--- src/rtl/irq_ctx_sequencer.sv ---
// ---------------------------------------------------------------------------
// irq_ctx_sequencer
//
// Interrupt entry / return sequencer. Detects rising edges on N_IRQ request
// lines, picks the lowest-index unmasked pending channel, flushes and stalls
// the pipeline, pushes the {flags, PC} context to the stack one DATA_W word
// at a time (least-significant word first), then loads the channel vector.
// On rti the context is popped back (most-significant word first) and the
// PC and flags are restored with a single ret_load strobe.
//
// Ports:
//   clk, reset        clock, asynchronous active-low reset
//   irq, irq_mask     request lines (rising edge = request), 1 = masked
//   rti               return-from-interrupt pulse
//   pc_in, flags_in   context to save on entry
//   push_ready        stack accepts push_data this cycle
//   pop_valid/data    popped stack word
//   flush, stall      pipeline control
//   push_valid/data   context word push
//   pop_req           context pop request
//   vec_load, vec_pc  vector PC load strobe and address
//   ret_load, ret_pc, ret_flags  context restore strobe and values
//   busy              high whenever not IDLE
//   active_id         channel currently (or last) in service
// ---------------------------------------------------------------------------
module irq_ctx_sequencer #(
    parameter int N_IRQ      = 4,
    parameter int DATA_W     = 16,
    parameter int PC_W       = 32,
    parameter int FLAG_W     = 3,
    parameter int VEC_BASE   = 0,
    parameter int VEC_STRIDE = 2,
    localparam int ID_W      = (N_IRQ > 1) ? $clog2(N_IRQ) : 1,
    localparam int CTX_WORDS = (PC_W + FLAG_W + DATA_W - 1) / DATA_W
) (
    input  logic                 clk,
    input  logic                 reset,
    input  logic [N_IRQ-1:0]     irq,
    input  logic [N_IRQ-1:0]     irq_mask,
    input  logic                 rti,
    input  logic [PC_W-1:0]      pc_in,
    input  logic [FLAG_W-1:0]    flags_in,
    input  logic                 push_ready,
    input  logic                 pop_valid,
    input  logic [DATA_W-1:0]    pop_data,
    output logic                 flush,
    output logic                 stall,
    output logic                 push_valid,
    output logic [DATA_W-1:0]    push_data,
    output logic                 pop_req,
    output logic                 vec_load,
    output logic [PC_W-1:0]      vec_pc,
    output logic                 ret_load,
    output logic [PC_W-1:0]      ret_pc,
    output logic [FLAG_W-1:0]    ret_flags,
    output logic                 busy,
    output logic [ID_W-1:0]      active_id
);

    localparam int CNT_W = (CTX_WORDS > 1) ? $clog2(CTX_WORDS) : 1;
    localparam int CTX_W = CTX_WORDS * DATA_W;
    localparam logic [CNT_W-1:0] LAST_WORD = CNT_W'(CTX_WORDS - 1);

    typedef enum logic [2:0] {
        S_IDLE, S_FLUSH, S_PUSH, S_VECTOR, S_SERVICE, S_POP, S_RESUME
    } state_t;

    state_t              state_q, state_d;
    logic [N_IRQ-1:0]    irq_hist_q, pending_q, pending_d, rise, clr, req;
    logic [CTX_W-1:0]    ctx_q, ctx_d;
    logic [CNT_W-1:0]    cnt_q, cnt_d;
    logic [ID_W-1:0]     active_id_q, active_id_d, win_id;
    logic [PC_W-1:0]     vec_addr;

    logic                flush_q, flush_d, stall_q, stall_d;
    logic                push_valid_q, push_valid_d, pop_req_q, pop_req_d;
    logic                vec_load_q, vec_load_d, ret_load_q, ret_load_d;
    logic                busy_q, busy_d;
    logic [DATA_W-1:0]   push_data_q, push_data_d;
    logic [PC_W-1:0]     vec_pc_q, vec_pc_d, ret_pc_q, ret_pc_d;
    logic [FLAG_W-1:0]   ret_flags_q, ret_flags_d;

    // Per-channel edge capture; a new edge beats an acceptance clear so an
    // edge arriving in the accept cycle is not lost.
    for (genvar gi = 0; gi < N_IRQ; gi++) begin : g_pend
        assign rise[gi]      = irq[gi] & ~irq_hist_q[gi];
        assign pending_d[gi] = rise[gi] | (pending_q[gi] & ~clr[gi]);
    end

    assign req = pending_q & ~irq_mask;

    // Lowest index wins: scan downward so the last hit is the smallest.
    always_comb begin
        win_id = '0;
        for (int i = N_IRQ - 1; i >= 0; i--) begin
            if (req[i]) win_id = ID_W'(i);
        end
    end

    assign vec_addr = PC_W'(VEC_BASE) + PC_W'(active_id_q) * PC_W'(VEC_STRIDE);

    always_comb begin
        state_d     = state_q;
        cnt_d       = cnt_q;
        ctx_d       = ctx_q;
        active_id_d = active_id_q;
        clr         = '0;
        case (state_q)
            S_IDLE: begin
                if (|req) begin
                    active_id_d  = win_id;
                    clr[win_id]  = 1'b1;
                    state_d      = S_FLUSH;
                end
            end
            S_FLUSH: begin
                ctx_d   = CTX_W'({flags_in, pc_in});
                cnt_d   = '0;
                state_d = S_PUSH;
            end
            S_PUSH: begin
                if (push_ready) begin
                    if (cnt_q == LAST_WORD) state_d = S_VECTOR;
                    else                    cnt_d   = cnt_q + CNT_W'(1);
                end
            end
            S_VECTOR:  state_d = S_SERVICE;
            S_SERVICE: begin
                if (rti) begin
                    cnt_d   = LAST_WORD;
                    state_d = S_POP;
                end
            end
            S_POP: begin
                if (pop_valid) begin
                    ctx_d[int'(cnt_q)*DATA_W +: DATA_W] = pop_data;
                    if (cnt_q == '0) state_d = S_RESUME;
                    else             cnt_d   = cnt_q - CNT_W'(1);
                end
            end
            S_RESUME:  state_d = S_IDLE;
            default:   state_d = S_IDLE;
        endcase

        // Outputs are decoded from the next state so they appear registered
        // for exactly the cycles the FSM spends in each state.
        flush_d      = (state_d == S_FLUSH) || (state_d == S_RESUME);
        stall_d      = state_d inside {S_FLUSH, S_PUSH, S_VECTOR, S_POP, S_RESUME};
        push_valid_d = (state_d == S_PUSH);
        push_data_d  = push_valid_d ? ctx_d[int'(cnt_d)*DATA_W +: DATA_W] : '0;
        pop_req_d    = (state_d == S_POP);
        vec_load_d   = (state_d == S_VECTOR);
        vec_pc_d     = vec_load_d ? vec_addr : '0;
        ret_load_d   = (state_d == S_RESUME);
        ret_pc_d     = ret_load_d ? ctx_d[PC_W-1:0] : '0;
        ret_flags_d  = ret_load_d ? ctx_d[PC_W+FLAG_W-1:PC_W] : '0;
        busy_d       = (state_d != S_IDLE);
    end

    always_ff @(posedge clk or negedge reset) begin
        if (!reset) begin
            state_q      <= S_IDLE;
            irq_hist_q   <= '0;
            pending_q    <= '0;
            ctx_q        <= '0;
            cnt_q        <= '0;
            active_id_q  <= '0;
            flush_q      <= 1'b0;
            stall_q      <= 1'b0;
            push_valid_q <= 1'b0;
            push_data_q  <= '0;
            pop_req_q    <= 1'b0;
            vec_load_q   <= 1'b0;
            vec_pc_q     <= '0;
            ret_load_q   <= 1'b0;
            ret_pc_q     <= '0;
            ret_flags_q  <= '0;
            busy_q       <= 1'b0;
        end else begin
            state_q      <= state_d;
            irq_hist_q   <= irq;
            pending_q    <= pending_d;
            ctx_q        <= ctx_d;
            cnt_q        <= cnt_d;
            active_id_q  <= active_id_d;
            flush_q      <= flush_d;
            stall_q      <= stall_d;
            push_valid_q <= push_valid_d;
            push_data_q  <= push_data_d;
            pop_req_q    <= pop_req_d;
            vec_load_q   <= vec_load_d;
            vec_pc_q     <= vec_pc_d;
            ret_load_q   <= ret_load_d;
            ret_pc_q     <= ret_pc_d;
            ret_flags_q  <= ret_flags_d;
            busy_q       <= busy_d;
        end
    end

    assign flush      = flush_q;
    assign stall      = stall_q;
    assign push_valid = push_valid_q;
    assign push_data  = push_data_q;
    assign pop_req    = pop_req_q;
    assign vec_load   = vec_load_q;
    assign vec_pc     = vec_pc_q;
    assign ret_load   = ret_load_q;
    assign ret_pc     = ret_pc_q;
    assign ret_flags  = ret_flags_q;
    assign busy       = busy_q;
    assign active_id  = active_id_q;

endmodule

--- config.mk ---
export PLATFORM = sky130hd
export DESIGN_NAME = irq_ctx_sequencer
export DESIGN_NICKNAME = d
export VERILOG_FILES = /design/src/rtl/irq_ctx_sequencer.sv
export SDC_FILE = /design/constraint.sdc
export NUM_CORES = 1
export LEC_CHECK = 0
export ABC_AREA = 1
export BUFFER_PORTS_ARGS = -buffer_cell sky130_fd_sc_hd__buf_2
export CAP_MARGIN = 20
export CORE_MARGIN = 3
export CORE_UTILIZATION = 47
export DETAILED_ROUTE_END_ITERATION = 7
export GPL_ROUTABILITY_DRIVEN = 1
export PLACE_DENSITY = 0.73
export SLEW_MARGIN = 20
export SYNTH_ARGS = -nofsm -noshare
export SYNTH_HDL_FRONTEND = slang
export SYNTH_SLANG_ARGS = --single-unit
--- constraint.sdc ---
create_clock -name clk -period 2.7 [get_ports clk]
set_input_delay 0.405 -clock clk [delete_from_list [all_inputs] [get_ports clk]]
set_output_delay 0.405 -clock clk [all_outputs]
set_load 0.005 [all_outputs]
==> results of run 1 <==
[metal layers]
layer / GRT usage / wire, um / share of wire / vias to the layer above
li1: - / - / - / 2768
met1: 0.3325 / 7433 / 0.45 / 2539
met2: 0.3444 / 7376 / 0.45 / 247
met3: 0.05501 / 1323 / 0.081 / 25
met4: 0.07773 / 278 / 0.017 / 0
met5: 0 / 0 / 0 / -
[power groups by stage]
| stage | Combinational [uW] | Sequential [uW] | Clock (uW) |
|---|---|---|---|
| final | 3690 | 2580 | 2560 |
| after global routing | 4190 | 2640 | 2700 |
| after CTS | 3680 | 2580 | 2600 |
| after detailed placement | 3650 | 2610 | 0 |
| after global placement | 3590 | 2600 | 0 |
| after floorplan | 2610 | 2580 | 0 |
[cell families (layout without fill, tap and decap cells)]
logic type / count (synthesis) / after routing / share of synthesized area
AND/OR/NAND/NOR: 486 / 486 / 0.3156
AO/OA/AOI/OAI: 69 / 69 / 0.05740
other: 1 / 30 / 0.0005994
adder cells (fa/ha/maj): 6 / 6 / 0.01200
flip-flops: 123 / 123 / 0.4920
buffers and inverters: 160 / 270 / 0.1224
[metrics by stage]
step	setup slack, ps	hold WS (ps)	utilization	total power [uW]	std cells
after floorplan	758.9	109.4	-	5189	874
after global placement	487.8	405.1	0.5424	6193	1124
after detailed placement	446.3	414.0	0.5424	6261	1124
after CTS	400.8	20.45	0.5948	8864	1156
after global routing	164.2	30.47	0.5948	9530	1156
final	391.2	1.140	0.5948	8838	1156
[how the worst max path moves through the flow]
stage,to,slack (ps)
floorplan,push_data[10]$_DFF_PN0_,760
global placement,push_data[11]$_DFF_PN0_,490
detailed placement,push_data[11]$_DFF_PN0_,450
CTS,push_data[7]$_DFF_PN0_,400
global route,push_data[7]$_DFF_PN0_,160
finish,push_data[7]$_DFF_PN0_,390
[layout by cell type, fill, tap and decap left out, types with 4 or more instances in the layout]
cell / n
nand2_1: 342
inv_1: 82
o21ai_0: 10
bufinv_16: 6
nand4_1: 4
nor2_1: 68
ha_1: 6
nand2_2: 7
clkinv_4: 4
clkbuf_16: 17
a21oi_1: 53
dfrtp_1: 123
nor2_4: 4
buf_4: 15
conb_1: 30
buf_2: 124
nand3_1: 53
clkinv_1: 9
inv_2: 6
[final cells by class]
type	count	area, um^2
Inverter	97	364.1
Clock buffer	17	425.4
Sequential cell	123	3078
Tap cell	172	215.2
Multi-Input combinational cell	591	2526
Clock inverter	15	246.5
Timing Repair Buffer	141	773.2
Fill cell	1189	5196
[sequential cells by signal, summed over array words and instances, names as in the netlist, 2 cells and up]
signal      cells
ctx_q          48
ret_pc         32
push_data      16
irq_hist_q      4
pending_q       4
ret_flags       3
state_q         3
active_id       2
cnt_q           2
vec_pc          2
==> impl_metrics.json, run 1 <==
{
  "switching_share": 0.4090,
  "synth_cell_types": 25,
  "die_height_um": 121.4,
  "tns_ps": 0,
  "pwr-share-clk": 0.290,
  "cts_hold_buf": 0,
  "fin_skew_ps": 5.557,
  "cts_tree": "built",
  "hold_viol_final": 0,
  "yosys_warnings": 0,
  "synth_common_cells": "342 x nand2_1, 123 x dfrtp_1, 82 x inv_1",
  "worst_r2r_endpoint": "push_data[7]$_DFF_PN0_",
  "diodes": 0,
  "cp.arrival_ps": 2640,
  "fp.dieArea_um2": 14730,
  "status": "completed",
  "dpl.hpwl_um": 11320,
  "cts.root.buffer_cell": "clkbuf_16",
  "nNetsFinal": 1041,
  "vias": 5579,
  "grt_start_max_net_pins": 75,
  "crit_required_ps": 3030,
  "crit_buf_inv": 2,
  "cap_violations": 0,
  "rsz0062_at_grt": "no",
  "port_buffers": 125,
  "fin_crit_sh": 0.8551,
  "r2r-start": "cnt_q[0]$_DFF_PN0_",
  "grt_usage": 0.2314,
  "drc": 0,
  "drive_gt1_frac": 0.2002,
  "tightest_slew_ps": 684.6,
  "synthTopCellsByArea": "dfrtp_1 49%, nand2_1 21%, inv_1 4.9%",
  "cp_common_cell": "nand2_1",
  "drt_wl_total_um": 16410,
  "synth_seq_cells": 123,
  "ant_nets": 0,
  "clk_latency_ps": 420,
  "ys.flop_type": "dfrtp_1",
  "combinationalPowerShare": 0.418,
  "gr-total-overflow": 0,
  "area_delta_synth_final_pct": 21.94,
  "cp-start-kind": "register",
  "synth_edf_count": 0,
  "startpoint": "cnt_q[0]$_DFF_PN0_",
  "finalMaxSlewViolations": 0,
  "synth_top_cell_area_share": 0.4920,
  "cpPeakStageDelay_ps": 520,
  "antenna_found_initial": 0,
  "intPower_uw": 5223,
  "cts_setup_buffers": 0,
  "yosysMostFrequentCell": "nand2_1",
  "first_pass_iters": 5,
  "worst_hold_path_type": "in -> async",
  "slowest_stage": "dfrtp_1",
  "syn_area_per_cell_um2": 7.404,
  "grt_pass1_wl_um": 26390,
  "drt-initial-drc-count": 617,
  "vdd_drop_max_v": 0.0006675,
  "cts_sinks": 123,
  "fin_crit_ps": 2309,
  "cts-resized-gates": 0,
  "synth-seq-area-share": 0.4920,
  "critical_path.cell_chain": "inv_1, ha_1, nand2_1, nor2_2, buf_4, nand3_1, nand2_1, a21oi_1, nand2_1, nand3_1, a21oi_1",
  "ctsLongestPathBuffers": 2,
  "path_class": "reg -> reg",
  "setup_viol": 0,
  "synthArstFlopShare": 1.000,
  "cts_made_buffers": 17,
  "power_switching_uw": 3615,
  "grt_pass1_vias": 5164,
  "final_area_um2": 7629,
  "clkTransAtPathRegs_ps": 60,
  "seq_power_share": 0.292,
  "powerDensity_nw_per_um2": 1158,
  "crit_path_end_kind": "register",
  "start_util": 0.4878,
  "place_congestion": 0.8825,
  "pin_count": 156,
  "vias_per_cell": 4.826,
  "die_x_um": 121.4,
  "htreeDepth": 4,
  "wl_per_cell_um": 14.20,
  "synth_cells": 845,
  "rr_worst_depth": 11,
  "rows": 41,
  "synth.largest_area_cell": "dfrtp_1",
  "placed_cell_area_um2": 6957,
  "max_freq_mhz": 433.1,
  "core_um2": 12820,
  "r2r_slack_ps": 390,
  "leakage_uw": 0.004597,
  "path_max_fanout": 12,
  "slew_headroom": 0.5429,
  "syn_area_um2": 6256,
  "cp_top_family": "simple AND/OR/NAND/NOR gates",
  "path_depth": 11
}
No activity file was read; power rests on OpenSTA's default activity.
==> run 2: changes to the inputs <==
- ABC_AREA: 1 -> default
- CORE_ASPECT_RATIO: default -> 1.1
- PLACE_DENSITY: 0.73 -> 0.74
==> run 2 against run 1 <==
  * First-iteration DRC count fell by 50%
  * Utilization grew 1.3 points
  * Die area decreased by 13%
  * Clock power is 13% lower
  * Register-to-register slack worse by 180 ps
==> impl_metrics.json, run 2 <==
{
  "status": "completed",
  "final_cell_mix": "124 x buf_2, 123 x dfrtp_1, 56 x nand2_1",
  "synth_seq_cells": 123,
  "regMostFlops": "ctx_q",
  "synth_top_cell_area_share": 0.5702,
  "grt_pass1_wl_um": 22940,
  "diodes": 0,
  "r2r-start": "state_q[2]$_DFF_PN0_",
  "yosys_warnings": 0,
  "topRoutingLayerUsed": "met4",
  "crit_required_ps": 2940,
  "final_common_cell": "buf_2",
  "drt-initial-drc-count": 307,
  "cts_setup_buffers": 0,
  "wl_met2_um": 6960,
  "die_height_um": 118.4,
  "power_uw": 7278,
  "worst_r2r_endpoint": "push_data[0]$_DFF_PN0_",
  "synth_cells": 488,
  "crit_path_end_kind": "register",
  "pwr-share-clk": 0.308,
  "ctsLongestPathBuffers": 2,
  "worst_hold_path_type": "in -> async",
  "slew_headroom": 0.4480,
  "cts_made_buffers": 17,
  "syn_area_per_cell_um2": 11.06,
  "cts_hold_buf": 0,
  "largest_reg_flops": 48,
  "cts.root.buffer_cell": "clkbuf_16",
  "cap_violations": 0,
  "synth_edf_count": 0,
  "vias": 4216,
  "cpPeakStageDelay_ps": 650,
  "cts-resized-gates": 0,
  "start_util": 0.4880,
  "crit_path_end": "push_data[0]$_DFF_PN0_",
  "syn_area_um2": 5398,
  "htreeDepth": 4,
  "crit_buf_inv": 0,
  "r2r_slack_ps": 210,
  "setup_viol": 0,
  "core_um2": 11060,
  "placed_cell_area_um2": 6126,
  "rr_worst_depth": 5,
  "wl_met1_um": 5609,
  "power_switching_uw": 2546,
  "nNetsFinal": 691,
  "cp.arrival_ps": 2730,
  "synthTopCellsByArea": "dfrtp_1 57%, o211ai_1 4.6%, buf_4 4.2%",
  "pin_count": 156,
  "max_freq_mhz": 401.3,
  "intPower_uw": 4732,
  "ant_nets": 0,
  "vias_per_cell": 5.405,
  "switching_share": 0.3499,
  "antenna_found_initial": 0,
  "combinationalPowerShare": 0.346,
  "grt_usage": 0.2316,
  "synth_common_cells": "123 x dfrtp_1, 56 x nand2_1, 41 x o21ai_0",
  "fin_crit_sh": 0.9230,
  "fin_crit_ps": 2492,
  "seq_power_share": 0.346,
  "path_class": "reg -> reg",
  "finalMaxSlewViolations": 0,
  "synth.largest_area_cell": "dfrtp_1",
  "fin_util": 0.6076,
  "critical_path.cell_chain": "nand2b_1, a311oi_1, or4_1, or2_1, o22ai_1",
  "grt_pass1_vias": 4496,
  "fin_skew_ps": 7.046,
  "first_pass_iters": 4,
  "slowest_stage": "or2_1",
  "drc": 0,
  "ys.flop_type": "dfrtp_1",
  "cts_sinks": 123,
  "place_congestion": 0.8622,
  "cp_top_family": "simple AND/OR/NAND/NOR gates",
  "grt_start_max_net_pins": 49,
  "leakage_uw": 0.003388,
  "drt_wl_total_um": 14000,
  "wl_per_cell_um": 17.95,
  "rows": 40,
  "wl_met3_um": 1215,
  "tightest_slew_ps": 828.0,
  "final_area_um2": 6720,
  "rsz0062_at_grt": "no",
  "startpoint": "state_q[2]$_DFF_PN0_",
  "drive_gt1_frac": 0.3002,
  "powerDensity_nw_per_um2": 1083,
  "clk_latency_ps": 410,
  "dpl.hpwl_um": 9557,
  "die_x_um": 108.2,
  "clkTransAtPathRegs_ps": 60,
  "hold_viol_final": 0,
  "path_max_fanout": 16,
  "synthArstFlopShare": 1.000,
  "vdd_drop_max_v": 0.0005409,
  "path_depth": 5,
  "synth-seq-area-share": 0.5702,
  "tns_ps": 0,
  "gr-total-overflow": 0,
  "fp.dieArea_um2": 12810,
  "cp-start-kind": "register",
  "area_delta_synth_final_pct": 24.50,
  "synth_cell_types": 49,
  "cts_tree": "built",
  "yosysMostFrequentCell": "dfrtp_1",
  "port_buffers": 125
}
-- run 2: metrics by stage --
stage | setup slack, ps | std cells | hold WS [ps]
2_1_floorplan | 293.0 | 517 | 109.4
3_3_place_gp | 260.3 | 749 | 408.0
3_5_place_dp | 121.2 | 749 | 424.8
4_1_cts | 125.5 | 780 | 16.94
5_1_grt | 74.09 | 780 | 41.93
6_report | 208.0 | 780 | 4.710
-- run 2: worst min path at each step --
stage	startpoint	end	slack [ps]	cells past startpoint
floorplan	reset	active_id[0]$_DFFE_PN0P_	110	0
global placement	irq_hist_q[0]$_DFF_PN0_	pending_q[0]$_DFF_PN0_	410	1
detailed placement	irq_hist_q[2]$_DFF_PN0_	pending_q[2]$_DFF_PN0_	420	1
CTS	reset	ret_pc[6]$_DFF_PN0_	20	1
global route	reset	push_data[8]$_DFF_PN0_	40	1
finish	reset	ret_pc[6]$_DFF_PN0_	5	1
-- run 2: final cells by class --
cell class | instances | area, um^2
Fill cell | 896 | 4340
Sequential cell | 123 | 3078
Multi-Input combinational cell | 321 | 2016
Timing Repair Buffer | 145 | 803.3
Clock buffer | 25 | 505.5
Tap cell | 147 | 183.9
Clock inverter | 6 | 85.08
Inverter | 13 | 48.80
-- run 2: routing by layer --
layer,vias to the layer above,track usage
met5,-,0
met1,2073,0.2951
met3,23,0.07810
met4,0,0.08129
met2,199,0.3682
li1,1921,-
-- run 2: kinds of logic (layout without fill, tap and decap cells) --
group,after synthesis,after routing,synth area share
AND/OR/NAND/NOR,146,146,0.1419
multiplexers,16,16,0.02967
AO/OA/AOI/OAI,123,123,0.1639
adder cells (fa/ha/maj),6,6,0.01391
other,1,30,0.0006947
flip-flops,123,123,0.5702
buffers and inverters,73,189,0.07974
-- run 2: power groups by stage --
stage / combinational (uW) / clock, uW / sequential (uW)
after floorplan: 1720 / 0 / 2470
after detailed placement: 2470 / 0 / 2540
after global routing: 2800 / 2360 / 2560
after CTS: 2510 / 2270 / 2510
after global placement: 2420 / 0 / 2520
final: 2520 / 2240 / 2520
